`src/rtl/time_entry_loader_pkg.sv`:
```
// Shared constants and types for the keypad-to-BCD-timer entry loader.
package time_entry_loader_pkg;

    localparam int unsigned NDIGITS = 4;
    localparam int unsigned DIGIT_W = 4;
    localparam int unsigned CNT_W   = 3;
    localparam int unsigned LCNT_W  = 4;

    localparam logic [DIGIT_W-1:0] KEY_DIGIT_MAX    = 4'd9;
    localparam logic [DIGIT_W-1:0] BCD_MAX_UNITS    = 4'd9;
    localparam logic [DIGIT_W-1:0] BCD_MAX_SEC_TENS = 4'd5;

    typedef enum logic [1:0] {
        IDLE  = 2'd0,
        ENTRY = 2'd1,
        LOAD  = 2'd2,
        DONE  = 2'd3
    } state_t;

    typedef struct packed {
        logic [DIGIT_W-1:0] min_t;
        logic [DIGIT_W-1:0] min_u;
        logic [DIGIT_W-1:0] sec_t;
        logic [DIGIT_W-1:0] sec_u;
    } bcd_buf_t;

    // An entry may be loaded only if it is a legal MM:SS time and not 00:00.
    function automatic logic entry_is_valid(input bcd_buf_t b);
        return (b.sec_t <= BCD_MAX_SEC_TENS) && (b.sec_u <= BCD_MAX_UNITS) && (b != '0);
    endfunction

endpackage

```
`src/rtl/time_entry_loader_bcd_entry_shift4.sv`:
```
// Four-digit BCD entry buffer: digits enter at sec_u and shift towards min_t.
module bcd_entry_shift4
    import time_entry_loader_pkg::*;
(
    input  logic               clk,
    input  logic               clr,
    input  logic               i_clear,
    input  logic               i_shift_en,
    input  logic [DIGIT_W-1:0] i_digit,
    output bcd_buf_t           o_buf,
    output logic [CNT_W-1:0]   o_count
);

    bcd_buf_t         r_buf;
    logic [CNT_W-1:0] r_count;
    logic             w_full;

    assign w_full = (r_count == CNT_W'(NDIGITS));

    // Once full, further digits are dropped rather than pushing min_t out.
    always_ff @(posedge clk) begin
        if (clr || i_clear) begin
            r_buf   <= '0;
            r_count <= '0;
        end else if (i_shift_en && !w_full) begin
            r_buf   <= '{min_t: r_buf.min_u, min_u: r_buf.sec_t,
                         sec_t: r_buf.sec_u, sec_u: i_digit};
            r_count <= r_count + CNT_W'(1);
        end
    end

    assign o_buf   = r_buf;
    assign o_count = r_count;

endmodule

```
`src/rtl/time_entry_loader.sv`:
```
// Collects keypad digits into an MM:SS buffer and parallel-loads the BCD timer on commit.
module time_entry_loader
    import time_entry_loader_pkg::*;
#(
    parameter int unsigned LOAD_CYCLES = 1
) (
    input  logic               clk,
    input  logic               clr,
    input  logic               key_valid,
    input  logic [DIGIT_W-1:0] key_code,
    input  logic               key_clear,
    input  logic               commit,
    input  logic               busy,
    output logic [DIGIT_W-1:0] data_sec_u,
    output logic [DIGIT_W-1:0] data_sec_t,
    output logic [DIGIT_W-1:0] data_min_u,
    output logic [DIGIT_W-1:0] data_min_t,
    output logic               loadn,
    output logic               entry_active,
    output logic [CNT_W-1:0]   digit_count,
    output logic               load_done,
    output logic               err
);

    state_t            r_state;
    state_t            w_state_nxt;
    logic [LCNT_W-1:0] r_load_cnt;

    logic     w_is_digit;
    logic     w_commit_ok;
    logic     w_entry_ok;
    logic     w_shift_en;
    logic     w_buf_clear;
    logic     w_loadn_nxt;
    logic     w_entry_active_nxt;
    logic     w_load_done_nxt;
    logic     w_err_nxt;
    bcd_buf_t w_buf;
    logic [CNT_W-1:0] w_count;

    logic r_loadn;
    logic r_entry_active;
    logic r_load_done;
    logic r_err;

    assign w_is_digit  = key_valid && (key_code <= KEY_DIGIT_MAX);
    assign w_commit_ok = commit && !busy && !key_clear && (r_state == ENTRY);
    assign w_entry_ok  = entry_is_valid(w_buf);

    // State register and load-window counter.
    always_ff @(posedge clk) begin
        if (clr) begin
            r_state    <= IDLE;
            r_load_cnt <= '0;
        end else begin
            r_state    <= w_state_nxt;
            r_load_cnt <= (r_state == LOAD) ? r_load_cnt + LCNT_W'(1) : '0;
        end
    end

    // Next-state logic; key_clear outranks digits and commit.
    always_comb begin
        w_state_nxt = r_state;
        case (r_state)
            IDLE: begin
                if (!key_clear && w_is_digit && !busy)
                    w_state_nxt = ENTRY;
            end
            ENTRY: begin
                if (key_clear)
                    w_state_nxt = IDLE;
                else if (w_commit_ok && w_entry_ok)
                    w_state_nxt = LOAD;
            end
            LOAD: begin
                if (r_load_cnt == LCNT_W'(LOAD_CYCLES - 1))
                    w_state_nxt = DONE;
            end
            DONE:    w_state_nxt = IDLE;
            default: w_state_nxt = IDLE;
        endcase
    end

    // Buffer control and next values of the registered outputs.
    always_comb begin
        w_shift_en  = 1'b0;
        w_buf_clear = 1'b0;
        case (r_state)
            IDLE, ENTRY: begin
                if (key_clear)
                    w_buf_clear = 1'b1;
                else if (w_is_digit && !busy && !(commit && r_state == ENTRY))
                    w_shift_en = 1'b1;
            end
            DONE:    w_buf_clear = 1'b1;
            default: ;
        endcase
        w_loadn_nxt        = (w_state_nxt != LOAD);
        w_entry_active_nxt = (w_state_nxt == ENTRY);
        w_load_done_nxt    = (w_state_nxt == DONE);
        w_err_nxt          = w_commit_ok && !w_entry_ok;
    end

    always_ff @(posedge clk) begin
        if (clr) begin
            r_loadn        <= 1'b1;
            r_entry_active <= 1'b0;
            r_load_done    <= 1'b0;
            r_err          <= 1'b0;
        end else begin
            r_loadn        <= w_loadn_nxt;
            r_entry_active <= w_entry_active_nxt;
            r_load_done    <= w_load_done_nxt;
            r_err          <= w_err_nxt;
        end
    end

    bcd_entry_shift4 u_shift (
        .clk        (clk),
        .clr        (clr),
        .i_clear    (w_buf_clear),
        .i_shift_en (w_shift_en),
        .i_digit    (key_code),
        .o_buf      (w_buf),
        .o_count    (w_count)
    );

    assign data_min_t   = w_buf.min_t;
    assign data_min_u   = w_buf.min_u;
    assign data_sec_t   = w_buf.sec_t;
    assign data_sec_u   = w_buf.sec_u;
    assign digit_count  = w_count;
    assign loadn        = r_loadn;
    assign entry_active = r_entry_active;
    assign load_done    = r_load_done;
    assign err          = r_err;

endmodule
```
`config.mk`:
```
export PLATFORM = sky130hd
export DESIGN_NAME = time_entry_loader
export DESIGN_NICKNAME = d
export VERILOG_FILES = /design/src/rtl/time_entry_loader_pkg.sv /design/src/rtl/time_entry_loader_bcd_entry_shift4.sv /design/src/rtl/time_entry_loader.sv
export SDC_FILE = /design/constraint.sdc
export NUM_CORES = 1
export LEC_CHECK = 0
export CELL_PAD_IN_SITES_DETAIL_PLACEMENT = 1
export CELL_PAD_IN_SITES_GLOBAL_PLACEMENT = 1
export CORE_ASPECT_RATIO = 1.75
export CORE_UTILIZATION = 39
export DETAILED_ROUTE_END_ITERATION = 7
export GPL_TIMING_DRIVEN = 0
export PLACE_DENSITY_LB_ADDON = 0.1
export SLEW_MARGIN = 20
export SYNTH_ARGS = -nofsm -noshare
export SYNTH_HDL_FRONTEND = slang
export SYNTH_SLANG_ARGS = --single-unit
```
`constraint.sdc`:
```
create_clock -name clk -period 3.1 [get_ports clk]
set_input_delay 0.465 -clock clk [delete_from_list [all_inputs] [get_ports clk]]
set_output_delay 0.465 -clock clk [all_outputs]
set_load 0.01 [all_outputs]
```
==> results.txt <==
* Non-filler cells in the finished layout: 201
* Initial antenna violation count: 0
* Number of buffers added to fix hold violations after cts: 0
- Post-detailed-routing wire length: 3060 um
- The worst setup path is launched from an input port.
- Routability-driven placement finished with a final weighted congestion of 0.798.
- For this run, design rule violations remaining after detail routing come to 0.
- The run finished with clean final reports.
* Worst slew margin relative to its limit: 68.3%
- Total of flip-flops plus latches after synthesis: 29
- Core region area: 0.00299 sq mm
- Starting density of the core: 41.9%
* Mean instance size in the synthesized netlist: 10.5 sq um
- TritonCTS clock tree: built
- Final period demand of the worst path: 1.88 ns
* Average wire per cell in the routed design: 15.2 um
- GRT Total Usage: 21.0%
* Number of vias per cell: 5.08
- After the last flow step, the layout net total stands at 172.
- Of all nets on the critical path, the largest fanout is 10.
* Number of levels in the clock H-tree: 2
- Sequential-to-total area share from yosys stat: 46.3%
* Number of standard cells after synthesis: 119
- Post-Place Cells: 193
* Total die area: 0.00346 sq mm
- Fraction of layout instances using a drive strength above 1: 13.2%
- Global routing consumed, on the met2 layer, 37.5% of the routing resources.
- Relative area change from synthesis to final layout: 36.3%
- Dividing the final minimum period by the clock period gives 60.6%.
- After clock tree synthesis, the clock-pin slew on the worst setup and hold paths is 0.06 ns.
* Deepest clock path buffer count: 2
- In the layout the commonest cells are clkdlybuf4s50_1 (32), dfxtp_1 (29), nor2_1 (25), mux2i_1 (17), inv_1 (6).
* Cell area after synthesis: 0.00125 sq mm
- FP Rows: 26
- The repair_antennas step left the layout with diodes totalling 0.
- In this run the vertical extent of the chip is 77.0 um.
* Total power density per cell area: 419 mW/mm^2
- VDD sags by at most 0.000376 V.
- Initial DRC count: 11
* Total of max-cap violations: 0
* Most common library cell in the layout ignoring fill and taps: clkdlybuf4s50_1
* Synth Warn #: 0
- The netlist uses 32 different library cells.
* Detailed-router iteration count before antenna repair: 2
- The critical path is of the input port to flop type.
* WHS: 0.481 ns
- Number of failing hold endpoints at the final stage: 0
- TNS Setup: 0 ns
* Via count of the first global-routing pass: 1,121
- Clock Latency Late Sink: 0.28 ns
* Slack of the worst reg-to-reg path: 1.38 ns
* Detailed-placement wirelength estimate: 2290 um
* Count of antenna-violating nets left after detailed routing: 0
* Arr. time, crit path: 2.05 ns
- The min-delay analysis places its worst path in the category flop to flop.
- Clock tree skew after final layout: 0.00824 ns
- GR Util met3: 5.65%
- CTS Buf Count: 5
- RSZ-0062 raised after global routing: no
- Post-CTS setup-driven buffer insertion count: 0
- Largest net degree at the start of global routing: 11
* Total number of clock tree sinks: 29
- Kind of end point of the critical path: flop
* CTS root buffer: clkbuf_8
- Pins Over Slew Limit: 0
- In this run the static leakage power is 0.741 nW.
- Fill cell instance count of the final layout: 345
- Core Util, Final: 57.1%
* Data required, critical path: 3.27 ns
- The number of nets handed over by synthesis was 133.
- Setup violations remaining at the end of the flow were counted as 0.
* Port bufs: 32
* Die extent in x: 44.9 um
- Upper clock frequency limit: 0.532 GHz
- For the pin with the worst max-slew slack, the measured transition is 0.470 ns.
- Number of instances resized during post-cts repair: 0
* Global route total overflow: 0
- Ports placed on the boundary: 33
- Global Route met1 Usage: 20.4%
- First-pass GRT wire length: 5180 um
- Via count: 1,021
- In this run the most used layer during global routing was met2.
-- through the flow --
step	total power [W]	worst slack [ns]	area, sq um
finish	0.000716	1.22	1710
global route	0.000749	1.02	1710
CTS	0.000731	1.23	1710
detailed placement	0.000429	0.918	1630
global placement	0.000428	0.995	1630
floorplan	0.000407	1.48	1250
-- Yosys cell counts --
library cell	n	area (sq um)
nand3b_1	2	15.0
xor2_1	2	17.5
mux2i_1	17	170
nand4_1	2	12.5
and2b_2	1	8.76
buf_12	1	20.0
o21ba_2	2	20.0
a21oi_1	1	5.00
nand2b_2	1	8.76
o41ai_1	1	8.76
ha_1	4	50.1
buf_2	1	5.00
a221oi_2	1	15.0
a211oi_1	2	15.0
inv_1	6	22.5
o21bai_2	1	11.3
a2111oi_4	1	27.5
nor3b_2	1	12.5
nor4b_2	1	15.0
o21bai_1	1	7.51
nand3_1	2	10.0
nor4_1	4	25.0
dfxtp_1	29	581
nor2_1	25	93.8
nand2_1	1	3.75
and3_2	1	7.51
buf_6	2	22.5
o31ai_1	1	7.51
o21ai_0	1	5.00
xnor2_1	2	17.5
o21a_1	1	7.51
and3_1	1	6.26
-- where the power goes --
part | internal [W] | switching, W | total, W
registers | 0.000374 | 0.00000185 | 0.000376
clock network | 0.000155 | 0.000140 | 0.000295
logic | 0.0000249 | 0.0000197 | 0.0000446
-- worst max-delay path: stages --
cell,delay [ns]
clkdlybuf4s50_1,0.44
o21ai_0,0.42
nand3_1,0.16
buf_6,0.19
buf_12,0.15
mux2i_1,0.16
nor2_1,0.06
-- kinds of logic after synthesis --
family	Yosys count	share of synthesized area, %
AND/OR/NAND/NOR	42	17.4
adder cells (fa/ha/maj)	4	3.99
multiplexers	17	13.6
XOR/XNOR	4	2.79
flip-flops	29	46.3
AO/OA/AOI/OAI	13	10.4
buffers and inverters	10	5.58
-- final cells by class --
class	count	area, sq um	area share (%)
Buffer	4	47.5	2.78
Clock buffer	6	72.6	4.24
Multi-Input combinational cell	80	604	35.3
Sequential cell	29	581	33.9
Tap cell	42	52.6	3.07
Inverter	6	22.5	1.32
Clock inverter	2	10.0	0.585
Timing Repair Buffer	32	320	18.7
-- routing by layer --
layer  wire, um  share of wire, %
met5          0                 0
met3        129               4.2
met4         87               2.8
met1       1130                37
met2       1720                56
-- state kept, by name, indices dropped and copies added (netlist names) --
signal and cells:
entry_active 1, err 1, r_load_cnt 4, load_done 1, u_shift.o_buf 16, r_state 2, loadn 1, u_shift.o_count 3
-- path summary, 6_finish.rpt --
| check | to | from | cells after the start |
|---|---|---|---|
| min reg2reg | r_load_cnt[0] | r_load_cnt[0] | 1 |
| max reg2reg | u_shift.o_buf[2] | u_shift.o_count[0] | 8 |
| max | u_shift.o_buf[2] | key_code[1] | 7 |
| min | r_load_cnt[0] | r_load_cnt[0] | 1 |
Power figures use the tool's default switching activity.
